`config.mk`:
```
export PLATFORM = sky130hd
export DESIGN_NAME = flu_wb_arbiter
export DESIGN_NICKNAME = d
export VERILOG_FILES = /design/src/rtl/flu_wb_pkg.sv /design/src/rtl/flu_wb_fifo.sv /design/src/rtl/flu_wb_arbiter.sv
export SDC_FILE = /design/constraint.sdc
export NUM_CORES = 2
export LEC_CHECK = 0
export ABC_AREA = 0
export ABC_CLOCK_PERIOD_IN_PS = 15300
export BUFFER_PORTS_ARGS = -buffer_cell sky130_fd_sc_hd__buf_2
export CELL_PAD_IN_SITES_DETAIL_PLACEMENT = 0
export CELL_PAD_IN_SITES_GLOBAL_PLACEMENT = 1
export CORE_AREA = 2 2 331 333
export CTS_CLUSTER_DIAMETER = 200
export DETAILED_ROUTE_END_ITERATION = 12
export DIE_AREA = 0 0 333 335
export PLACE_DENSITY_LB_ADDON = 0.1
export RECOVER_POWER = 100
export SYNTH_ARGS = -nofsm -noshare
export SYNTH_HDL_FRONTEND = slang
export SYNTH_SLANG_ARGS = --single-unit
```
`constraint.sdc`:
```
create_clock -name clk_i -period 15.3 [get_ports clk_i]
set_input_delay 1.53 -clock clk_i [delete_from_list [all_inputs] [get_ports clk_i]]
set_output_delay 1.53 -clock clk_i [all_outputs]
set_load 0.005 [all_outputs]
```
`src/rtl/flu_wb_pkg.sv`:
```
// flu_wb_pkg: shared types and defaults for the writeback arbiter slice.
// Contents:
//   FLU_WB_NR_CH      default number of result channels
//   FLU_WB_DATA_W     result width held in each buffered entry
//   FLU_WB_TRANS_ID_W trans-ID width held in each buffered entry
//   FLU_WB_CAUSE_W    exception cause width
//   flu_wb_entry_t    one buffered result {result, trans_id, ex_valid, ex_cause}
package flu_wb_pkg;

  localparam int FLU_WB_NR_CH      = 4;
  localparam int FLU_WB_DATA_W     = 64;
  localparam int FLU_WB_TRANS_ID_W = 3;
  localparam int FLU_WB_CAUSE_W    = 64;

  // Entry fields are sized to the widest supported configuration; the top
  // zero-extends narrower results on the way in and truncates on the way out.
  typedef struct packed {
    logic [FLU_WB_DATA_W-1:0]     result;
    logic [FLU_WB_TRANS_ID_W-1:0] trans_id;
    logic                         ex_valid;
    logic [FLU_WB_CAUSE_W-1:0]    ex_cause;
  } flu_wb_entry_t;

endpackage

```
`src/rtl/flu_wb_fifo.sv`:
```
// flu_wb_fifo: single-channel result FIFO of flu_wb_entry_t.
// Ports:
//   clk_i, rst_ni   clock, asynchronous active-low reset
//   flush_i         empties the FIFO at the next edge (beats push/pop)
//   push_i, data_i  write request and entry; ignored while full
//   pop_i, data_o   read request and head entry; ignored while empty
//   full_o, empty_o status derived from the registered occupancy count
module flu_wb_fifo
  import flu_wb_pkg::*;
#(
  parameter int DEPTH = 2
) (
  input  logic          clk_i,
  input  logic          rst_ni,
  input  logic          flush_i,
  input  logic          push_i,
  input  flu_wb_entry_t data_i,
  input  logic          pop_i,
  output flu_wb_entry_t data_o,
  output logic          full_o,
  output logic          empty_o
);

  localparam int PTR_W = $clog2(DEPTH);

  logic [PTR_W-1:0] rd_ptr_q, wr_ptr_q;
  logic [PTR_W:0]   count_q;
  flu_wb_entry_t    mem_q [DEPTH];
  logic             do_push, do_pop;

  // Full is taken from the registered count, so a full FIFO refuses a push
  // even when it is being popped in the same cycle.
  assign full_o  = (count_q == (PTR_W+1)'(DEPTH));
  assign empty_o = (count_q == '0);
  assign do_push = push_i & ~full_o & ~flush_i;
  assign do_pop  = pop_i & ~empty_o & ~flush_i;
  assign data_o  = mem_q[rd_ptr_q];

  // Pointers wrap naturally; simultaneous push and pop leave count unchanged.
  always_ff @(posedge clk_i or negedge rst_ni) begin
    if (!rst_ni) begin
      rd_ptr_q <= '0;
      wr_ptr_q <= '0;
      count_q  <= '0;
    end else if (flush_i) begin
      rd_ptr_q <= '0;
      wr_ptr_q <= '0;
      count_q  <= '0;
    end else begin
      if (do_push) wr_ptr_q <= wr_ptr_q + PTR_W'(1);
      if (do_pop)  rd_ptr_q <= rd_ptr_q + PTR_W'(1);
      case ({do_push, do_pop})
        2'b10:   count_q <= count_q + (PTR_W+1)'(1);
        2'b01:   count_q <= count_q - (PTR_W+1)'(1);
        default: count_q <= count_q;
      endcase
    end
  end

  // Storage needs no reset: the count decides what is visible.
  always_ff @(posedge clk_i) begin
    if (do_push) mem_q[wr_ptr_q] <= data_i;
  end

endmodule

```
`src/rtl/flu_wb_arbiter.sv`:
```
// flu_wb_arbiter: merges NR_CH functional-unit result channels onto one
// registered scoreboard writeback port, with a small FIFO per channel.
// Build option: define FLU_WB_FIXED_PRIO_EN to give channel 0 absolute
// priority (channels 1..NR_CH-1 round-robin among themselves); undefined
// gives pure round-robin over all channels.
// Ports:
//   clk_i, rst_ni     clock, asynchronous active-low reset
//   flush_i           drops all buffered results and the output register
//   ch_valid_i        per-channel result valid
//   ch_ready_o        per-channel FIFO not full
//   ch_result_i       packed results, channel k at [k*DATA_W +: DATA_W]
//   ch_trans_id_i     packed trans IDs
//   ch_ex_valid_i     per-channel exception flag
//   ch_ex_cause_i     packed 64-bit exception causes
//   wb_valid_o/ready_i  writeback handshake
//   wb_result_o, wb_trans_id_o, wb_ex_valid_o, wb_ex_cause_o  writeback payload
//   wb_ch_o           channel that produced the current writeback
module flu_wb_arbiter
  import flu_wb_pkg::*;
#(
  parameter int NR_CH      = FLU_WB_NR_CH,
  parameter int DATA_W     = FLU_WB_DATA_W,
  parameter int TRANS_ID_W = FLU_WB_TRANS_ID_W,
  parameter int FIFO_DEPTH = 2
) (
  input  logic                        clk_i,
  input  logic                        rst_ni,
  input  logic                        flush_i,
  input  logic [NR_CH-1:0]            ch_valid_i,
  output logic [NR_CH-1:0]            ch_ready_o,
  input  logic [NR_CH*DATA_W-1:0]     ch_result_i,
  input  logic [NR_CH*TRANS_ID_W-1:0] ch_trans_id_i,
  input  logic [NR_CH-1:0]            ch_ex_valid_i,
  input  logic [NR_CH*64-1:0]         ch_ex_cause_i,
  output logic                        wb_valid_o,
  input  logic                        wb_ready_i,
  output logic [DATA_W-1:0]           wb_result_o,
  output logic [TRANS_ID_W-1:0]       wb_trans_id_o,
  output logic                        wb_ex_valid_o,
  output logic [63:0]                 wb_ex_cause_o,
  output logic [$clog2(NR_CH)-1:0]    wb_ch_o
);

  localparam int CH_W = $clog2(NR_CH);

  flu_wb_entry_t    out_entry [NR_CH];
  flu_wb_entry_t    win_entry;
  logic [NR_CH-1:0] full, empty, pop;
  logic [CH_W-1:0]  rr_q, winner, cand;
  logic             grant, out_free, load;

  assign ch_ready_o = ~full;
  assign out_free   = ~wb_valid_o | wb_ready_i;
  assign load       = out_free & grant & ~flush_i;

  for (genvar k = 0; k < NR_CH; k++) begin : g_ch
    flu_wb_entry_t push_entry;

    assign push_entry.result   = FLU_WB_DATA_W'(ch_result_i[k*DATA_W +: DATA_W]);
    assign push_entry.trans_id = FLU_WB_TRANS_ID_W'(ch_trans_id_i[k*TRANS_ID_W +: TRANS_ID_W]);
    assign push_entry.ex_valid = ch_ex_valid_i[k];
    assign push_entry.ex_cause = ch_ex_cause_i[k*64 +: 64];
    assign pop[k]              = load & (winner == CH_W'(k));

    flu_wb_fifo #(
      .DEPTH (FIFO_DEPTH)
    ) u_fifo (
      .clk_i   (clk_i),
      .rst_ni  (rst_ni),
      .flush_i (flush_i),
      .push_i  (ch_valid_i[k]),
      .data_i  (push_entry),
      .pop_i   (pop[k]),
      .data_o  (out_entry[k]),
      .full_o  (full[k]),
      .empty_o (empty[k])
    );
  end

  // Winner selection: scan non-empty FIFOs starting just after the last
  // granted channel. In fixed-priority builds channel 0 is checked first;
  // the scan itself is unchanged because it only reaches channel 0 when
  // that FIFO is empty.
  always_comb begin
    grant     = 1'b0;
    winner    = '0;
    cand      = '0;
    win_entry = '0;
`ifdef FLU_WB_FIXED_PRIO_EN
    if (!empty[0]) begin
      grant     = 1'b1;
      win_entry = out_entry[0];
    end
`endif
    for (int i = 1; i <= NR_CH; i++) begin
      cand = CH_W'((int'(rr_q) + i) % NR_CH);
      if (!grant && !empty[cand]) begin
        grant     = 1'b1;
        winner    = cand;
        win_entry = out_entry[cand];
      end
    end
  end

  // Output register: loads when free and a FIFO has data, drops valid when
  // free and nothing is waiting, and holds everything while stalled.
  always_ff @(posedge clk_i or negedge rst_ni) begin
    if (!rst_ni) begin
      wb_valid_o    <= 1'b0;
      wb_result_o   <= '0;
      wb_trans_id_o <= '0;
      wb_ex_valid_o <= 1'b0;
      wb_ex_cause_o <= '0;
      wb_ch_o       <= '0;
      rr_q          <= CH_W'(NR_CH - 1);
    end else if (flush_i) begin
      wb_valid_o <= 1'b0;
      rr_q       <= CH_W'(NR_CH - 1);
    end else if (out_free) begin
      if (grant) begin
        wb_valid_o    <= 1'b1;
        wb_result_o   <= DATA_W'(win_entry.result);
        wb_trans_id_o <= TRANS_ID_W'(win_entry.trans_id);
        wb_ex_valid_o <= win_entry.ex_valid;
        wb_ex_cause_o <= win_entry.ex_cause;
        wb_ch_o       <= winner;
`ifdef FLU_WB_FIXED_PRIO_EN
        if (winner != '0) rr_q <= winner;
`else
        rr_q <= winner;
`endif
      end else begin
        wb_valid_o <= 1'b0;
      end
    end
  end

endmodule
```
==> results_dict.tcl <==
set metrics [dict create \
    status "complete, but fails checks" \
    violations "capacitance limit, slew limit" \
    cts_tree "done" \
    ioPinCount 675 \
    gp_congestion 0.827 \
    grt_antenna_before_repair 63 \
    fin_ws_ps 6060 \
    drv_cap 24 \
    n_fill_cell 9198 \
    drt_pass1_iterations 6 \
    worstSetupPathType "flip-flop to flip-flop" \
    cp_data_required_time_ps 15930 \
    die_area_sq_um 112000 \
    core.rowCount 121 \
    holdBufCountCts 0 \
    grt_start_max_net_pins 133 \
    finalCriticalPeriod_ps 9240 \
    min_path_type "flip-flop to flip-flop" \
    finalInstanceArea_sq_um 60000 \
    utilization_pct 55.5 \
    fin_crit_sh_pct 60.4 \
    post_drt_wl_per_cell_microns 29.1 \
    grt_pass1_wl_microns 237000 \
    cts_setup_buffers 0 \
    ys.warnings.count 0 \
    postSynthAreaPerCell_sq_um 14.6 \
    syn_inst 3539 \
    vias 35114 \
    critPathCaptureType "flip-flop" \
    worstPathMaxFanout 78 \
    layout-drive-gt1-share_pct 18.8 \
    synth_seq_area_share_pct 68.9 \
    power_leakage_nw 19.8 \
    synth_nets 4075 \
    grt_pass1_vias 33991 \
    wl_microns 167000 \
    finalClockSkew_ps 22.5 \
    htree_levels 4 \
    gr-total-overflow 0 \
    ir_drop_v 0.000106 \
    die_height_microns 335 \
    start_util_pct 47.7 \
    synth_flop_cell "edfxtp_1" \
    syn-cell-area_sq_um 51600 \
    nets 4687 \
    dpl_worst_slack_ps 10980 \
    maxSlewHeadroom_pct -281 \
    clk_latency_ps 750 \
    max_freq_mhz 108 \
    cts_resized 0 \
    synthTopCellsByArea "edfxtp_1, dfrtp_1, mux2_2" \
    clk_pin_slew_worst_paths_ps 60 \
    placed_area_sq_um 56300 \
    slew_viol_final 1134 \
    drtIter0Drc 3703 \
    fp.dieW_microns 333 \
    cts_made_buffers 134 \
    cts_sinks 1209 \
    viasPerCell 6.15 \
    synthArstFlopShare_pct 12.7 \
    synth-seq-cells 1209 \
    synth.distinct_cells 72 \
    final-hold-violation-count 0 \
    cp-start-kind "flip-flop" \
    netlist.area_leader.share_pct 61.5 \
    cts-root-buf "clkbuf_16" \
    port_buffers 674 \
    finalPower_mw 9.86 \
    mostFrequentLayoutCells "edfxtp_1, clkbuf_1, mux2i_1, mux2_2, nor2_1" \
    tightestPinTransition_ps 5720 \
    dpl.hpwl_microns 103000 \
    antenna_left 0 \
    synth-edff-count 1056 \
    synth_top_area_cell "edfxtp_1" \
    rsz0062_at_grt "no" \
    fin_setup_tns_ps 0 \
    setup_viol 0 \
    area_growth_pct 16.3 \
    cts_buffer_depth 3 \
    grt.total_usage_pct 29.3 \
    layout_commonest_cell "edfxtp_1" \
    power_per_cell_area_nw_per_um2 164 \
    drcViolationCount 0 \
    critPathArrivalTime_ps 9860 \
    core_area_sq_um 108000 \
]
## final timing paths
check / startpoint / end / slack (ps) / cells after the start
max in group asynchronous: rst_ni / g_ch[3].u_fifo.rd_ptr_q / 7580 / 3
setup reg to reg: rr_q[0] / wb_result_o[54] / 6060 / 7
min in group asynchronous: rst_ni / wb_result_o[58] / 2800 / 1
setup / recovery: rr_q[0] / wb_result_o[54] / 6060 / 7
hold reg to reg: wb_ch_o[1] / wb_ch_o[1] / 500 / 2
hold / removal: wb_ch_o[1] / wb_ch_o[1] / 500 / 2
## final cells by class
cell class                 count  area [sq um]  share of cell area (%)
timing repair buffer         744          3320                    5.53
clock buffer                 197          3780                    6.31
antenna                       39          97.6                   0.163
sequential                  1209         35600                    59.3
clock inverter                49           448                   0.747
tap                         1414          1770                    2.95
inverter                       6          27.5                  0.0459
multi-input combinational   2056         15000                    25.0
## where the power goes
group | switching, mW | internal, mW
clock network | 1.30 | 1.82
registers | 0.293 | 3.97
logic | 1.59 | 0.890
## synthesized netlist by cell type, types with 5 or more instances
cell type / count
edfxtp_1: 1056
mux2i_1: 288
mux2_2: 275
nor2_1: 271
nand2_1: 222
a21oi_1: 187
clkbuf_1: 160
dfrtp_1: 151
a2111oi_0: 110
o22ai_1: 89
a221oi_1: 85
buf_2: 74
and2_1: 50
a31oi_1: 48
o2111ai_1: 43
o22a_1: 42
o21ai_0: 37
nand3_1: 34
buf_1: 30
o221ai_1: 28
nor3_1: 25
o32ai_1: 24
nor2b_1: 18
o31ai_1: 18
a22oi_1: 15
a2bb2oi_1: 15
nor4_1: 15
o31a_1: 15
o211ai_1: 9
a22o_1: 7
a211o_1: 6
nor3b_1: 6
o21a_1: 6
or2_1: 6
or3_1: 6
nand2b_1: 5
o21ai_1: 5
## cell families after synthesis
kind of cell | after synthesis | share of synthesized area, %
flip-flops | 1209 | 68.9
AO/OA/AOI/OAI | 812 | 11.4
AND/OR/NAND/NOR | 677 | 5.79
multiplexers | 563 | 11.6
buffers and inverters | 274 | 2.20
XOR/XNOR | 4 | 0.0679
## registers in the layout, summed over array words and instances, names as in the netlist
| name | flops |
|---|---|
| wb_ex_valid_o | 1 |
| g_ch.u_fifo.count_q | 8 |
| g_ch.u_fifo.wr_ptr_q | 4 |
| wb_trans_id_o | 3 |
| g_ch.u_fifo.mem_q | 1056 |
| wb_ch_o | 2 |
| g_ch.u_fifo.rd_ptr_q | 4 |
| wb_valid_o | 1 |
| rr_q | 2 |
| wb_ex_cause_o | 64 |
| wb_result_o | 64 |
## stage by stage
stage / instances / hold slack, ps
finish: 5714 / 500
global route: 5704 / 534
CTS: 5675 / 500
detailed placement: 5429 / 486
global placement: 5429 / 460
floorplan: 3539 / 471
## critical path, stage by stage (launching register included)
cell and delay [ps]:
dfstp_1 1500, clkbuf_1 3040, o21ba_1 450, nand2_1 370
and2_2 220, clkbuf_1 2610, o221ai_1 460, o22a_1 330
## metal layers
metal	share of wire, %	up-vias	global-route usage [%]
met1	40	17711	38.6
met4	3.3	26	12.6
met5	0.097	-	0.521
li1	-	15301	-
met3	8.3	330	6.70
met2	48	1746	46.5
No activity file was read; power rests on OpenSTA's default activity.
